`src/rtl/card_pkg.sv`:
```
// Shared card types, card geometry and the blackjack card value helper.
package card_pkg;

    localparam int CARD_W = 55;
    localparam int CARD_H = 79;

    typedef logic [3:0] rank_t;   // 1=A .. 13=K
    typedef logic [1:0] suit_t;

    typedef struct packed {
        rank_t rank;
        suit_t suit;
    } card_t;

    typedef struct packed {
        logic  dealer;
        card_t card;
    } deal_req_t;

    // Blackjack value of one card, aces counted high.
    function automatic logic [4:0] card_value(input rank_t r);
        if (r == 4'd1)
            return 5'd11;
        else if (r >= 4'd10)
            return 5'd10;
        else
            return {1'b0, r};
    endfunction

endpackage

```
`src/rtl/card_score_unit.sv`:
```
// Hand scoring: sums the selected cards on start, then demotes one soft ace
// (11 -> 1) per cycle while the total is over 21. done pulses when settled.
module card_score_unit
    import card_pkg::*;
#(
    parameter int MAX_CARDS = 6
)(
    input  logic                       clk,
    input  logic                       rst,
    input  logic                       start,
    input  rank_t [MAX_CARDS-1:0]      ranks,
    input  logic  [MAX_CARDS-1:0]      use_mask,
    output logic                       done,
    output logic  [4:0]                score
);
    localparam int SW = $clog2(11 * MAX_CARDS + 1);
    localparam int AW = $clog2(MAX_CARDS + 1);

    logic [SW-1:0] sum_c, tot;
    logic [AW-1:0] aces_c, aces;
    logic          run, reduce;

    // Raw total and ace count over the selected slots.
    always_comb begin
        sum_c  = '0;
        aces_c = '0;
        for (int i = 0; i < MAX_CARDS; i++) begin
            if (use_mask[i]) begin
                sum_c = sum_c + SW'(card_value(ranks[i]));
                if (ranks[i] == 4'd1)
                    aces_c = aces_c + 1'b1;
            end
        end
    end

    assign reduce = (tot > SW'(21)) && (aces != '0);
    assign done   = run && !reduce;
    // A busted hand can run past 31; saturate so bust stays visible in 5 bits.
    assign score  = (tot > SW'(31)) ? 5'd31 : tot[4:0];

    // Load on start, then one ace reduction step per cycle.
    always_ff @(posedge clk) begin
        if (rst) begin
            run  <= 1'b0;
            tot  <= '0;
            aces <= '0;
        end else if (start) begin
            run  <= 1'b1;
            tot  <= sum_c;
            aces <= aces_c;
        end else if (run) begin
            if (reduce) begin
                tot  <= tot - SW'(10);
                aces <= aces - 1'b1;
            end else begin
                run <= 1'b0;
            end
        end
    end

endmodule

```
`src/rtl/card_slot_ctrl.sv`:
```
// Card table controller: player/dealer hands, vblank-synchronised deal and
// clear, score tracking and a registered per-pixel slot lookup for the overlay.
// Optional hole card handling: define CARD_SLOT_HOLE_CARD_EN.
module card_slot_ctrl
    import card_pkg::*;
#(
    parameter int MAX_CARDS  = 6,
    parameter int SLOT_PITCH = 60,
    parameter int PLAYER_Y   = 400,
    parameter int DEALER_Y   = 30,
    parameter int FIRST_X    = 20
)(
    input  logic        clk,
    input  logic        rst,
    input  logic        deal_valid,
    output logic        deal_ready,
    input  logic        deal_dealer,
    input  logic [5:0]  deal_card,
    input  logic        clear_req,
    input  logic        reveal,
    input  logic        vblnk_in,
    input  logic [10:0] hcount_in,
    input  logic [10:0] vcount_in,
    output logic        slot_hit,
    output logic [5:0]  slot_card,
    output logic        slot_face_down,
    output logic [5:0]  slot_xoff,
    output logic [6:0]  slot_yoff,
    output logic [4:0]  player_score,
    output logic [4:0]  dealer_score,
    output logic        player_bust,
    output logic        dealer_bust,
    output logic        busy
);
    localparam int CW = $clog2(MAX_CARDS + 1);

    localparam logic [2:0] IDLE    = 3'd0;
    localparam logic [2:0] WAIT_VB = 3'd1;
    localparam logic [2:0] WRITE   = 3'd2;
    localparam logic [2:0] SCORE   = 3'd3;
    localparam logic [2:0] CLEAR   = 3'd4;

    logic [2:0]               state;
    deal_req_t                req;
    card_t [MAX_CARDS-1:0]    p_tab, d_tab;
    logic [CW-1:0]            p_cnt, d_cnt;
    logic                     vb_q, vb_rise;
    logic                     rescore_pend, hole_hidden;
    logic                     kick, sc_done;
    logic [4:0]               sc_score;
    rank_t [MAX_CARDS-1:0]    sc_ranks;
    logic [MAX_CARDS-1:0]     sc_mask;

    assign vb_rise    = vblnk_in & ~vb_q;
    assign busy       = (state != IDLE);
    assign deal_ready = !rst && (state == IDLE) && !clear_req && !rescore_pend &&
                        ((deal_dealer ? d_cnt : p_cnt) < CW'(MAX_CARDS));

    // Previous vblank level for rise detection.
    always_ff @(posedge clk) begin
        if (rst) vb_q <= 1'b0;
        else     vb_q <= vblnk_in;
    end

`ifdef CARD_SLOT_HOLE_CARD_EN
    logic reveal_lat;
    // Reveal is sticky until the table is cleared; its first sighting
    // requests a dealer rescore so the hole card joins the total.
    always_ff @(posedge clk) begin
        if (rst) begin
            reveal_lat   <= 1'b0;
            rescore_pend <= 1'b0;
        end else if (state == CLEAR && vb_rise) begin
            reveal_lat   <= 1'b0;
            rescore_pend <= 1'b0;
        end else if (reveal && !reveal_lat) begin
            reveal_lat   <= 1'b1;
            rescore_pend <= 1'b1;
        end else if (state == IDLE && !clear_req) begin
            rescore_pend <= 1'b0;
        end
    end
    assign hole_hidden = ~reveal_lat;
`else
    logic unused_reveal;
    assign unused_reveal = reveal;
    assign rescore_pend  = 1'b0;
    assign hole_hidden   = 1'b0;
`endif

    // Select the target hand's ranks and the slots that count toward its score.
    always_comb begin
        for (int i = 0; i < MAX_CARDS; i++) begin
            sc_ranks[i] = req.dealer ? d_tab[i].rank : p_tab[i].rank;
            sc_mask[i]  = (CW'(i) < (req.dealer ? d_cnt : p_cnt)) &&
                          !(req.dealer && hole_hidden && i == 1);
        end
    end

    card_score_unit #(.MAX_CARDS(MAX_CARDS)) u_score (
        .clk      (clk),
        .rst      (rst),
        .start    (kick),
        .ranks    (sc_ranks),
        .use_mask (sc_mask),
        .done     (sc_done),
        .score    (sc_score)
    );

    // Control FSM; tables only change on the WRITE/CLEAR cycles that follow a vblank rise.
    always_ff @(posedge clk) begin
        if (rst) begin
            state        <= IDLE;
            req          <= '0;
            p_tab        <= '0;
            d_tab        <= '0;
            p_cnt        <= '0;
            d_cnt        <= '0;
            player_score <= '0;
            dealer_score <= '0;
            player_bust  <= 1'b0;
            dealer_bust  <= 1'b0;
            kick         <= 1'b0;
        end else begin
            kick <= 1'b0;
            case (state)
                IDLE: begin
                    if (clear_req) begin
                        state <= CLEAR;
                    end else if (rescore_pend) begin
                        req   <= {1'b1, 6'd0};
                        kick  <= 1'b1;
                        state <= SCORE;
                    end else if (deal_valid && deal_ready) begin
                        req   <= {deal_dealer, deal_card};
                        state <= WAIT_VB;
                    end
                end
                WAIT_VB: if (vb_rise) state <= WRITE;
                WRITE: begin
                    if (req.dealer) begin
                        d_tab[d_cnt] <= req.card;
                        d_cnt        <= d_cnt + 1'b1;
                    end else begin
                        p_tab[p_cnt] <= req.card;
                        p_cnt        <= p_cnt + 1'b1;
                    end
                    kick  <= 1'b1;
                    state <= SCORE;
                end
                SCORE: begin
                    if (sc_done) begin
                        if (req.dealer) begin
                            dealer_score <= sc_score;
                            dealer_bust  <= (sc_score > 5'd21);
                        end else begin
                            player_score <= sc_score;
                            player_bust  <= (sc_score > 5'd21);
                        end
                        state <= IDLE;
                    end
                end
                CLEAR: begin
                    if (vb_rise) begin
                        p_cnt        <= '0;
                        d_cnt        <= '0;
                        player_score <= '0;
                        dealer_score <= '0;
                        player_bust  <= 1'b0;
                        dealer_bust  <= 1'b0;
                        req          <= '0;
                        state        <= IDLE;
                    end
                end
                default: state <= IDLE;
            endcase
        end
    end

    // Per-slot horizontal offsets; a pixel left of the slot wraps large and misses.
    logic [MAX_CARDS-1:0][10:0] dx;
    logic [MAX_CARDS-1:0]       in_x;
    logic [10:0]                dy_p, dy_d;
    logic                       in_p, in_d;

    for (genvar g = 0; g < MAX_CARDS; g++) begin : g_slot
        assign dx[g]   = hcount_in - 11'(FIRST_X + g * SLOT_PITCH);
        assign in_x[g] = (dx[g] <= 11'(CARD_W));
    end

    assign dy_p = vcount_in - 11'(PLAYER_Y);
    assign dy_d = vcount_in - 11'(DEALER_Y);
    assign in_p = (dy_p <= 11'(CARD_H));
    assign in_d = (dy_d <= 11'(CARD_H));

    logic        hit_c, fd_c;
    card_t       card_c;
    logic [5:0]  xo_c;
    logic [6:0]  yo_c;

    // Pick the occupied slot under the pixel (slots never overlap).
    always_comb begin
        hit_c  = 1'b0;
        fd_c   = 1'b0;
        card_c = '0;
        xo_c   = '0;
        yo_c   = '0;
        for (int i = 0; i < MAX_CARDS; i++) begin
            if (in_x[i] && in_p && (CW'(i) < p_cnt)) begin
                hit_c  = 1'b1;
                card_c = p_tab[i];
                xo_c   = dx[i][5:0];
                yo_c   = dy_p[6:0];
                fd_c   = 1'b0;
            end else if (in_x[i] && in_d && (CW'(i) < d_cnt)) begin
                hit_c  = 1'b1;
                card_c = d_tab[i];
                xo_c   = dx[i][5:0];
                yo_c   = dy_d[6:0];
                fd_c   = hole_hidden && (i == 1);
            end
        end
    end

    // One-cycle registered lookup, blanked during vblank.
    always_ff @(posedge clk) begin
        if (rst || vblnk_in || !hit_c) begin
            slot_hit       <= 1'b0;
            slot_card      <= '0;
            slot_face_down <= 1'b0;
            slot_xoff      <= '0;
            slot_yoff      <= '0;
        end else begin
            slot_hit       <= 1'b1;
            slot_card      <= card_c;
            slot_face_down <= fd_c;
            slot_xoff      <= xo_c;
            slot_yoff      <= yo_c;
        end
    end

endmodule

```
`config.mk`:
```
export PLATFORM = sky130hd
export DESIGN_NAME = card_slot_ctrl
export DESIGN_NICKNAME = d
export VERILOG_FILES = /design/src/rtl/card_pkg.sv /design/src/rtl/card_score_unit.sv /design/src/rtl/card_slot_ctrl.sv
export SDC_FILE = /design/constraint.sdc
export NUM_CORES = 1
export LEC_CHECK = 0
export BUFFER_PORTS_ARGS = -buffer_cell sky130_fd_sc_hd__buf_2
export CORE_ASPECT_RATIO = 1.25
export CORE_MARGIN = 2
export CORE_UTILIZATION = 38
export DETAILED_ROUTE_END_ITERATION = 8
export SYNTH_ARGS = -nofsm -noshare
export SYNTH_HDL_FRONTEND = slang
export SYNTH_SLANG_ARGS = --single-unit
```
`constraint.sdc`:
```
create_clock -name clk -period 11.6 [get_ports clk]
set_input_delay 1.16 -clock clk [delete_from_list [all_inputs] [get_ports clk]]
set_output_delay 1.16 -clock clk [all_outputs]
set_load 0.02 [all_outputs]
```
# Yosys cells after proc, flatten, opt, wreduce, memory -nomap -nowiden
# Cells that the tools add are included.
# totals
ff_bits,133
input_bits,35
wordCells,320
# classes
addsub,22
magnitude_cmp,40
n_eq_ne,20
mux,137
bitwise,3
n_reduce_logical,55
# op_table
cell,count
$mux W7,23
$mux W6,26
$mux W5,18
$bwmux W36,2
$mux W3,23
$le A11 B6 Y1 const B,6
$mux W4,12
$demux W6 S3,2
$sub A11 B9 Y11 const B,3
$logic_and A1 B1 Y1,32
$add A7 B5 Y7,4
$eq A4 B1 Y1 const B,6
$ge A4 B4 Y1 const B,6
$mux W1,23
$le A11 B7 Y1 const B,2
$sub A11 B5 Y11 const B,2
$sub A11 B8 Y11 const B,2
$add A3 B1 Y3 const B,7
$pmux W5 S2,2
$lt A1 B3 Y1 const A,6
$lt A2 B3 Y1 const A,6
$lt A3 B3 Y1 const A,6
$ne A2 B2 Y1 const B,8
$reduce_and A4 Y1,4
27 further kinds,46

# Logic depth before layout (Yosys ltp)
# Gate-level depths: netlist (run 1).
# logic_depth
ltp_word,20
ltp_mapped,31
depth_no_buf,27

# Cells and area by module
# A second synthesis (run 1) with hierarchy kept.
# unflattened
cells_unflattened,1187
area_unflattened_um2,9870.7
# by_module_without_submodules
mod,n_inst,cells_each,area_each_um2,seq_area_each_um2
card_slot_ctrl,1,888,7449.6,2442.3
card_score_unit,1,299,2421.1,220.2

# Worst setup path before layout (run 1)
# OpenSTA, ideal clock, no wires.
# synth_path
path_kind,reg2reg
from,register req[6] in the netlist's numbering
to,register u_score.tot[5]
setup_time_ps,131
arrival_ps,6712
required_ps,11469
slack_ps,4756
path_stages_with_launch,30
n_path_buf,6
synth_period_minus_slack_ps,6844
path_cell_list,dfxtp_1 -> buf_2 -> buf_2 -> buf_1 -> buf_1 -> clkbuf_1 -> buf_1 -> mux2i_1 -> a21oi_1 -> ha_1 -> fa_1 -> mux2i_1 -> inv_1 -> ha_1 -> a21o_1 -> a21oi_1 -> xnor2_1 -> mux2i_1 -> o21ai_0 -> ha_1 -> xnor2_1 -> mux2_2 -> ha_1 -> a21oi_1 -> or4b_2 -> a31oi_1 -> nor3_1 -> xnor2_1 -> mux2i_1 -> nor3_1
# synth_via
elab_chain_len,16
# synth_lines
item,line_no,text
from (decl),card_slot_ctrl.sv:44,deal_req_t req;
from (signal assigned),card_slot_ctrl.sv:131,"req <= {1'b1, 6'd0};"
from (signal assigned),card_slot_ctrl.sv:135,"req <= {deal_dealer, deal_card};"
$mux W4,card_slot_ctrl.sv:94,sc_ranks[i] = req.dealer ? d_tab[i].rank : p_tab[i].rank;
$ge A4 B4 Y1,card_pkg.sv:24,else if (r >= 4'd10)
$mux W4,card_pkg.sv:24,
$mux W5,card_pkg.sv:22,if (r == 4'd1)
$mux W5,card_score_unit.sv:28,if (use_mask[i]) begin
$add A5 B5 Y6,card_score_unit.sv:29,sum_c = sum_c + SW'(card_value(ranks[i]));
$mux W7,card_score_unit.sv:28,
$add A7 B5 Y7,card_score_unit.sv:29,
$mux W7,card_score_unit.sv:28,
$add A7 B5 Y7,card_score_unit.sv:29,
$mux W7,card_score_unit.sv:28,
$add A7 B5 Y7,card_score_unit.sv:29,
$mux W7,card_score_unit.sv:28,
$add A7 B5 Y7,card_score_unit.sv:29,
$mux W7 (*),card_score_unit.sv:28,
$mux W7 (*),card_score_unit.sv:47,end else if (start) begin
to (signal assigned),card_score_unit.sv:49,tot <= sum_c;
to (signal assigned),card_score_unit.sv:53,tot <= tot - SW'(10);
to (decl),card_score_unit.sv:19,"logic [SW-1:0] sum_c, tot;"
# Every way passes the cells marked *; elsewhere a longest branch is shown, timed or not. The select of a mux whose other input is x is not followed.
# A chain may end at the register's enable or synchronous reset.

# Worst setup path in the final report (run 1)
# Same ends and word-level chain as after synthesis.

==> out/metrics.csv, run 1 <==
metric,value,unit
postLayoutSetupSlackWorst,4.55,ns
slowest_delay,0.61,ns
antenna_cells,0,
dp.cells,1505,
die-area,0.0266,mm^2
cts_setup_buffers,0,
areaGrowthSynthToFinish,11.3,%
ys_warn_count,0,
crit_path_frequent_cell,ha_1,
cts_hold_buf,0,
crit_arrival,7.34,ns
gp_congestion,0.871,
cap_violations,0,
post-place-ws,4.64,ns
initial_core_util,0.383,
syn_avg_cell_area,8.26,um^2
required,11.89,ns
synth_cell_type_count,83,
path_buf_inv,2,
overflow,0,
slew_headroom,0.418,
drtAntennaViolNets,0,
wl_per_cell,18.1,um
synth-simple-area-share,0.213,
synth_mux_area_frac,0.146,
post-route-util,0.427,
wirelength,27900,um
first_pass_iters,5,
synth_xor_xnor_area_share,0.0374,
synth_compound_area_frac,0.194,
leakagePower,4.46,nW
ys.flop_type,dfxtp_1,
grt_pass1_vias,8636,
grt_first_pass_wirelength,44900,um
htree_levels,4,
drt_iter0_markers,517,
die_width,146,um
dp_hpwl,20700,um
worst_pin_slew,0.870,ns
antenna_found_initial,0,
port-buffer-count,67,
cts_max_path_buffers,2,
hold_violations,0,
crit_slowest_cell,or4b_2,
io_pins,70,
grt_max_degree,58,
slew_violations,0,
setup-violations-final,0,
cts.clk_slew.worst_paths,0.07,ns
syn_inst,1162,
yosysSeqAreaShare,0.277,
synth_top_family_by_area,simple AND/OR/NAND/NOR gates,
layout_min_cycle_time,7.05,ns
worstSetupPathType,flip-flop to flip-flop,
vias_per_cell,5.72,
max_freq,142,MHz
gr-usage-all-layers,0.210,
drc_errors,0,
min_path_type,flip-flop to flip-flop,
finalSetupTns,0,ns
holdWs,0.489,ns
clock_latency,0.43,ns
clock_tree.root_cell,clkbuf_16,
grt_setup_unrepaired,false,
core_area,0.0250,mm^2
ys_seq_elements,133,
cts_sinks,133,
ctsResizeCount,0,
critPathCaptureType,flip-flop,
vdd_drop_max,0.0983,mV
status,finished clean,
synthAdderAreaFrac,0.0847,
fin_cells,1537,
syn_nets,1259,
p_per_area,99.9,mW/mm^2
skew,0.0111,ns
path_max_fanout,52,
async_flop_share,0,
die_h,182,um
drive_above_1_share,0.132,
fp-row-count,65,
post-route-period-util,0.608,
worstSetupStartpointType,flip-flop,
num_vias,8790,
critPathTopFamily,adder cells,
cts_buffers,17,
nets,1286,
tritoncts,yes,
synthesis.area,0.00960,mm^2
synth_edf_count,0,
where the power goes:
part / leakage (nW) / switching (mW) / internal, mW
clock network: 0.270 / 0.224 / 0.295
logic: 3.12 / 0.0547 / 0.0297
registers: 1.07 / 0.00546 / 0.459
synth_stat cells, drive strengths merged, types with 14 or more instances:
cell / n / area [um^2]
a21o: 17 / 128
a21oi: 67 / 335
a31oi: 14 / 87.6
buf: 18 / 101
clkbuf: 49 / 184
dfxtp: 133 / 2660
ha: 57 / 713
inv: 43 / 161
mux2: 28 / 315
mux2i: 109 / 1090
nand2: 65 / 244
nand2b: 17 / 106
nand3: 28 / 140
nor2: 162 / 608
nor3: 26 / 146
o21ai: 40 / 200
xnor2: 27 / 236
xor2: 14 / 123
per-stage QoR:
stage	total power, mW	area (um^2)
2_1_floorplan	0.533	9600
3_5_place_dp	0.558	10100
3_3_place_gp	0.557	10100
4_1_cts	1.07	10700
5_1_grt	1.11	10700
6_report	1.07	10700
final cells by class:
type / count / area [um^2]
Sequential cell: 133 / 2660
Tap cell: 335 / 419
Timing Repair Buffer: 75 / 398
Inverter: 44 / 165
Fill cell: 2590 / 14400
Clock inverter: 15 / 130
Multi-Input combinational cell: 918 / 6490
Clock buffer: 17 / 425
logic make-up (layout without fill, tap and decap cells):
kind of cell | count (synthesis) | count (layout)
adder cells (fa/ha/maj) | 62 | 62
buffers and inverters | 111 | 151
XOR/XNOR | 41 | 41
multiplexers | 137 | 137
AND/OR/NAND/NOR | 410 | 410
other | 1 | 1
AO/OA/AOI/OAI | 267 | 267
flip-flops | 133 | 133
sequential cells by signal, indices dropped and copies added, names as in the netlist:
signal / count
d_tab: 36
p_tab: 36
req: 7
slot_yoff: 7
u_score.tot: 7
slot_card: 6
slot_xoff: 6
dealer_score: 5
player_score: 5
d_cnt: 3
p_cnt: 3
state: 3
u_score.aces: 3
dealer_bust: 1
kick: 1
player_bust: 1
slot_hit: 1
u_score.run: 1
vb_q: 1
cell usage in the layout (no fill, tap or decap), types with 5 or more instances in the layout:
cell	n
dfxtp_1	132
or3_1	8
mux2i_1	109
a31oi_1	14
o311ai_0	5
o211ai_1	10
and2_1	11
clkbuf_16	17
xnor2_1	27
a21boi_0	5
nor2_1	162
o31ai_1	9
nand3b_1	9
buf_2	66
clkinv_2	5
a21o_1	17
nand3_1	28
buf_4	9
xor2_1	14
nand2b_1	17
a221oi_1	7
a2111oi_0	6
fa_1	5
a22oi_1	7
nor3_1	24
inv_1	42
nor4_1	11
ha_1	57
nand4_1	8
nor3b_1	8
a211oi_1	9
a21oi_1	67
o21a_1	8
mux2_2	28
o21ai_0	37
nand2_1	65
o22ai_1	8
nor2b_1	13
a221o_1	6
and3_1	13
metal layers:
| metal | up-vias | GRT usage | routed length, um |
|---|---|---|---|
| met5 | - | 0 | 0 |
| met4 | 0 | 0.0986 | 1130 |
| met3 | 65 | 0.0296 | 1290 |
| met2 | 257 | 0.366 | 13500 |
| met1 | 4173 | 0.254 | 11900 |
| li1 | 4295 | - | - |
worst register-to-register path, delay by kind of cell, from the launching register on:
kind | cells | cell delay, ns
xor+xnor | 3 | 0.58
simple gates | 5 | 1.46
mux | 4 | 0.95
compound gates | 6 | 1.34
fa+ha+maj | 5 | 1.63
buf+inv | 2 | 0.60
flops | 1 | 0.35
path summary, 6_finish.rpt:
kind | startpoint | to | slack (ns) | cells after the start
worst max-delay path | req[6] | u_score.tot[5] | 4.55 | 25
worst min-delay path | req[6] | req[6] | 0.49 | 2
worst max register to register | req[6] | u_score.tot[5] | 4.55 | 25
worst min register to register | req[6] | req[6] | 0.49 | 2
Note: power is estimated with default switching activity, not from simulation.
==> run 2, diff against run 1 <==
- clock period: 11.6 -> 6.6 ns (I/O delays scaled with it)
==> run 2 against run 1 <==
Against the previous run:
- via count increased by 0.41%
- sequential share of layout area decreased by 0.35 points
- largest cell class unchanged
- critical path type unchanged
- utilization increased by 0.64 points
- non-clock buffer count increased by 10
- cell count increased by 0.65%
- clock-buffer cell count unchanged
- global-route usage increased by 0.24 points
- worst setup slack got worse by 4.1 ns
- die area unchanged
- clock skew increased by 0.0073 ns
==> out/metrics.csv, run 2 (synthesis results as in run 1) <==
metric,value,unit,change
dp_hpwl,20900,um,+1.1%
met1_length,12000,um,+0.29%
post-place-ws,0.215,ns,-4.43 ns
cts_hold_buf,0,,unchanged
worstSetupStartpointType,flip-flop,,
core_area,0.0250,mm^2,unchanged
largestRegisters,"d_tab: 36 flops, p_tab: 36 flops",,
dp.cells,1515,,+0.66%
vias_per_cell,5.71,,-0.24%
postLayoutSetupSlackWorst,0.491,ns,-4.06 ns
cts.clk_slew.worst_paths,0.07,ns,about the same
initial_core_util,0.383,,unchanged
drt_iter0_markers,650,,+26%
grt_setup_unrepaired,false,,
max_freq,164,MHz,+15%
nets,1296,,+0.78%
holdWs,0.454,ns,-0.0355 ns
required,6.90,ns,-4.99 ns
cts_buffers,17,,unchanged
clock_tree.root_cell,clkbuf_16,,
drive_above_1_share,0.140,,+0.00798
worst_pin_slew,0.961,ns,+0.0910 ns
grt_max_degree,62,,+6.9%
clock_latency,0.44,ns,about the same
routed.top_layer,met4,,
wirelength,28100,um,+0.95%
path_max_fanout,15,,-71%
first_pass_iters,6,,+1
min_path_type,input pin to flip-flop,,
slew_headroom,0.358,,-0.0598
cap_violations,0,,unchanged
htree_levels,4,,unchanged
crit_arrival,6.41,ns,-0.93 ns
drtAntennaViolNets,0,,unchanged
fp-row-count,65,,unchanged
post-route-period-util,0.926,,+0.318
die_h,182,um,unchanged
crit_path_frequent_cell,ha_1,,
skew,0.0184,ns,+0.00731 ns
vdd_drop_max,0.186,mV,+90%
die-area,0.0266,mm^2,unchanged
overflow,0,,unchanged
tritoncts,yes,,
wl_met2,13900,um,+2.7%
antenna_cells,0,,unchanged
wl_per_cell,18.2,um,+0.29%
worstSetupPathType,flip-flop to flip-flop,,
setup-violations-final,0,,unchanged
gr-usage-all-layers,0.212,,+0.00242
crit_slowest_cell,or4b_2,,
die_width,146,um,unchanged
grt_pass1_vias,8451,,-2.1%
layout_min_cycle_time,6.11,ns,-0.938 ns
gp_congestion,0.863,,-0.91%
postPlaceCellArea,0.0102,mm^2,+0.74%
areaGrowthSynthToFinish,13.0,%,
drc_errors,0,,unchanged
io_pins,70,,unchanged
critPathTopFamily,adder cells,,
cts_max_path_buffers,2,,unchanged
critPathCaptureType,flip-flop,,
layout_common_cells,"162 x nor2_1, 132 x dfxtp_1, 108 x mux2i_1",,
finalSetupTns,0,ns,unchanged
cts_sinks,133,,unchanged
power,1.99,mW,+86%
fillers,2566,,-0.93%
hold_violations,0,,unchanged
leakagePower,4.54,nW,+1.9%
antenna_found_initial,0,,unchanged
status,finished clean,,
p_per_area,183,mW/mm^2,+83%
post-route-util,0.433,,+0.00644
num_vias,8826,,+0.41%
port-buffer-count,67,,unchanged
grt_first_pass_wirelength,45200,um,+0.54%
final_common_cell,nor2_1,,
final_cell_area,0.0109,mm^2,+1.5%
cts_setup_buffers,0,,unchanged
dr_wl_met3,1370,um,+6.3%
slew_violations,0,,unchanged
crit_chain,or3b_2 -> a21oi_1 -> nor3_1 -> ha_1 -> fa_1 -> mux2i_2 -> inv_1 -> ha_1 -> a21o_1 -> a21oi_1 -> xnor2_1 -> mux2i_1 -> o21ai_1 -> ha_1 -> xnor2_1 -> mux2_2 -> ha_1 -> a21oi_1 -> or4b_2 -> a31oi_1 -> nor3_1 -> xnor2_1 -> mux2i_1 -> nor3_1,,
fin_cells,1547,,+0.65%
slowest_delay,0.61,ns,about the same
path_buf_inv,1,,-1
[run 2: worst paths after layout]
check | start | endpoint | slack [ns] | cells past startpoint
worst max-delay path | req[6] | u_score.tot[5] | 0.49 | 24
worst min-delay path | deal_card[3] | req[3] | 0.45 | 3
worst max register to register | req[6] | u_score.tot[5] | 0.49 | 24
worst min register to register | player_score[0] | player_score[0] | 0.49 | 2
[run 2: tightest hold or removal path: stages]
cell and delay, ns:
buf_2 0.10, nand2_1 0.05, a21oi_1 0.05
[run 2: cell type report]
type | count | area, um^2 | share of cell area
Sequential cell | 133 | 2670 | 0.246
Clock buffer | 17 | 425 | 0.0392
Clock inverter | 15 | 206 | 0.0190
Multi-Input combinational cell | 918 | 6490 | 0.598
Inverter | 44 | 165 | 0.0152
Timing Repair Buffer | 85 | 477 | 0.0439
Tap cell | 335 | 419 | 0.0386
[run 2: layer usage]
layer | track usage | vias to the layer above
li1 | - | 4316
met1 | 0.259 | 4163
met2 | 0.375 | 281
met3 | 0.0274 | 66
met4 | 0.0882 | 0
met5 | 0 | -
[run 2: power by group]
part           total [mW]  switching, mW  internal [mW]
Sequential          0.816         0.0102          0.806
Combinational       0.150         0.0962         0.0535
Clock                1.02          0.437          0.582
Total                1.99          0.543           1.44
[run 2: repair_timing]
| item | 4_1_cts | 5_1_grt |
|---|---|---|
| endpoints found under the hold margin | 0 | 0 |
| resized for setup | 0 | 4 |
| endpoints found under the setup margin | 0 | 3 |
==> run 3, diff against run 2 <==
- CTS_CLUSTER_SIZE: unset -> 14
- clock period: 6.6 -> 5.75 ns (I/O delays scaled with it)
==> run 3 against run 2 <==
Against the previous run:
- clock skew is 0.0065 ns lower
- clock power up 9.8%
- sequential power rose by 15%
- largest power group unchanged
==> out/metrics.csv, run 3 (synthesis results as in run 1) <==
metric,value,unit,change
hold_violations,0,,unchanged
required,6.05,ns,-0.85 ns
worst_pin_slew,0.915,ns,-0.0465 ns
critPathTopFamily,adder cells,,
vdd_drop_max,0.230,mV,+23%
fillers,2509,,-2.2%
fp-row-count,65,,unchanged
post-route-period-util,0.976,,+0.0506
vias_per_cell,5.70,,-0.13%
leakagePower,4.73,nW,+4.1%
overflow,0,,unchanged
drive_above_1_share,0.192,,+0.0514
clock_latency,0.43,ns,about the same
cts_buffers,17,,unchanged
dp.cells,1540,,+1.7%
largestRegisters,"d_tab: 36 flops, p_tab: 36 flops",,
postLayoutSetupSlackWorst,0.136,ns,-0.354 ns
post-route-util,0.452,,+0.0192
skew,0.0119,ns,-0.00652 ns
layout_common_cells,"161 x nor2_1, 132 x dfxtp_1, 107 x mux2i_1",,
crit_slowest_cell,fa_2,,
holdWs,0.380,ns,-0.0737 ns
critPathCaptureType,flip-flop,,
finalSetupTns,0,ns,unchanged
initial_core_util,0.383,,unchanged
nets,1331,,+2.7%
cts_max_path_buffers,2,,unchanged
io_pins,70,,unchanged
first_pass_iters,5,,-1
port-buffer-count,67,,unchanged
p_per_area,197,mW/mm^2,+7.8%
die_width,146,um,unchanged
max_freq,178,MHz,+8.8%
areaGrowthSynthToFinish,18.0,%,
seq_area,0.00267,mm^2,unchanged
drc_errors,0,,unchanged
grt_setup_unrepaired,true,,
clock_tree.root_cell,clkbuf_16,,
cts_sinks,133,,unchanged
cap_violations,0,,unchanged
wl_per_cell,18.4,um,+0.99%
drt_iter0_markers,551,,-15%
slew_headroom,0.388,,+0.0300
status,finished clean,,
final_cell_area,0.0113,mm^2,+4.4%
multi_input_area,0.00674,mm^2,+3.8%
die_h,182,um,unchanged
slew_violations,0,,unchanged
antenna_found_initial,0,,unchanged
final_common_cell,nor2_1,,
gr-usage-all-layers,0.214,,+0.00215
worstSetupStartpointType,flip-flop,,
fin_cells,1582,,+2.3%
layout_min_cycle_time,5.61,ns,-0.496 ns
worstSetupPathType,flip-flop to flip-flop,,
slowest_delay,0.52,ns,-0.09 ns
grt_max_degree,68,,+9.7%
crit_path_frequent_cell,fa_1,,
grt_pass1_vias,8719,,+3.2%
wirelength,29000,um,+3.3%
dp_hpwl,21200,um,+1.2%
crit_arrival,5.91,ns,-0.50 ns
drtAntennaViolNets,0,,unchanged
cts_hold_buf,0,,unchanged
postPlaceCellArea,0.0105,mm^2,+2.4%
path_max_fanout,6,,-9
num_vias,9014,,+2.1%
setup-violations-final,0,,unchanged
htree_levels,4,,unchanged
die-area,0.0266,mm^2,unchanged
grt_first_pass_wirelength,46200,um,+2.2%
antenna_cells,0,,unchanged
cts.clk_slew.worst_paths,0.07,ns,about the same
crit_chain,buf_6 -> mux2_4 -> nor3b_2 -> a2111oi_2 -> nor2_2 -> fa_2 -> mux2i_4 -> fa_1 -> mux2i_4 -> fa_1 -> mux2_4 -> fa_2 -> mux2_2 -> inv_1 -> fa_1 -> nor2b_2 -> o21ai_2 -> a21oi_2 -> nor2b_2 -> and2_1 -> o211ai_1,,
gp_congestion,0.882,,+2.2%
tritoncts,yes,,
post-place-ws,-0.117,ns,-0.332 ns
power,2.23,mW,+13%
core_area,0.0250,mm^2,unchanged
min_path_type,input pin to flip-flop,,
path_buf_inv,2,,+1
[run 3: changes by cell type in the layout (fill, tap and decap cells not counted), moves of 4 or more]
cell / previous run / this run
a2111oi_0: 6 / 2
a21oi_1: 67 / 60
a21oi_2: 0 / 7
buf_4: 18 / 51
ha_1: 57 / 51
ha_4: 0 / 5
nor3_1: 24 / 19
[run 3: where the power goes]
part / internal [mW] / total, mW / switching (mW)
Sequential: 0.925 / 0.935 / 0.0103
Clock: 0.629 / 1.12 / 0.490
Combinational: 0.0659 / 0.180 / 0.114
Total: 1.62 / 2.23 / 0.615
[run 3: metal layers]
metal	track usage	wire length, um	up-vias
met5	0	0	-
li1	-	-	4382
met2	0.370	14100	278
met3	0.0359	1360	72
met1	0.266	12600	4282
met4	0.0843	999	0
[run 3: worst reg2reg max path, delay by kind of cell, from the launching register on]
| kind | cells | cell delay (ns) |
|---|---|---|
| adder cells (fa/ha/maj) | 5 | 2.38 |
| multiplexers | 5 | 1.22 |
| AND/OR/NAND/NOR | 5 | 0.92 |
| AO/OA/AOI/OAI | 4 | 0.41 |
| flip-flops | 1 | 0.37 |
| buffers and inverters | 2 | 0.19 |
[run 3: final cells by class]
cell class | count | share of cell area
clock buffer | 18 | 0.0388
clock inverter | 14 | 0.0138
inverter | 44 | 0.0146
multi-input combinational | 918 | 0.595
sequential | 133 | 0.235
tap | 335 | 0.0370
timing repair buffer | 120 | 0.0659
[run 3: worst paths after layout]
path / depth (start not counted) / start / to / slack [ns]
worst max-delay path: 21 / req[6] / u_score.tot[6] / 0.14
worst min-delay path: 3 / deal_card[4] / req[4] / 0.38
worst max register to register: 21 / req[6] / u_score.tot[6] / 0.14
worst min register to register: 2 / d_tab[31] / d_tab[31] / 0.50
[run 3: what timing repair did]
item / in CTS / in global routing
gates resized for setup: 7 / 38
endpoints found under the setup margin: 3 / 4
buffers inserted: 6 / 4
pin swaps: 5 / 20
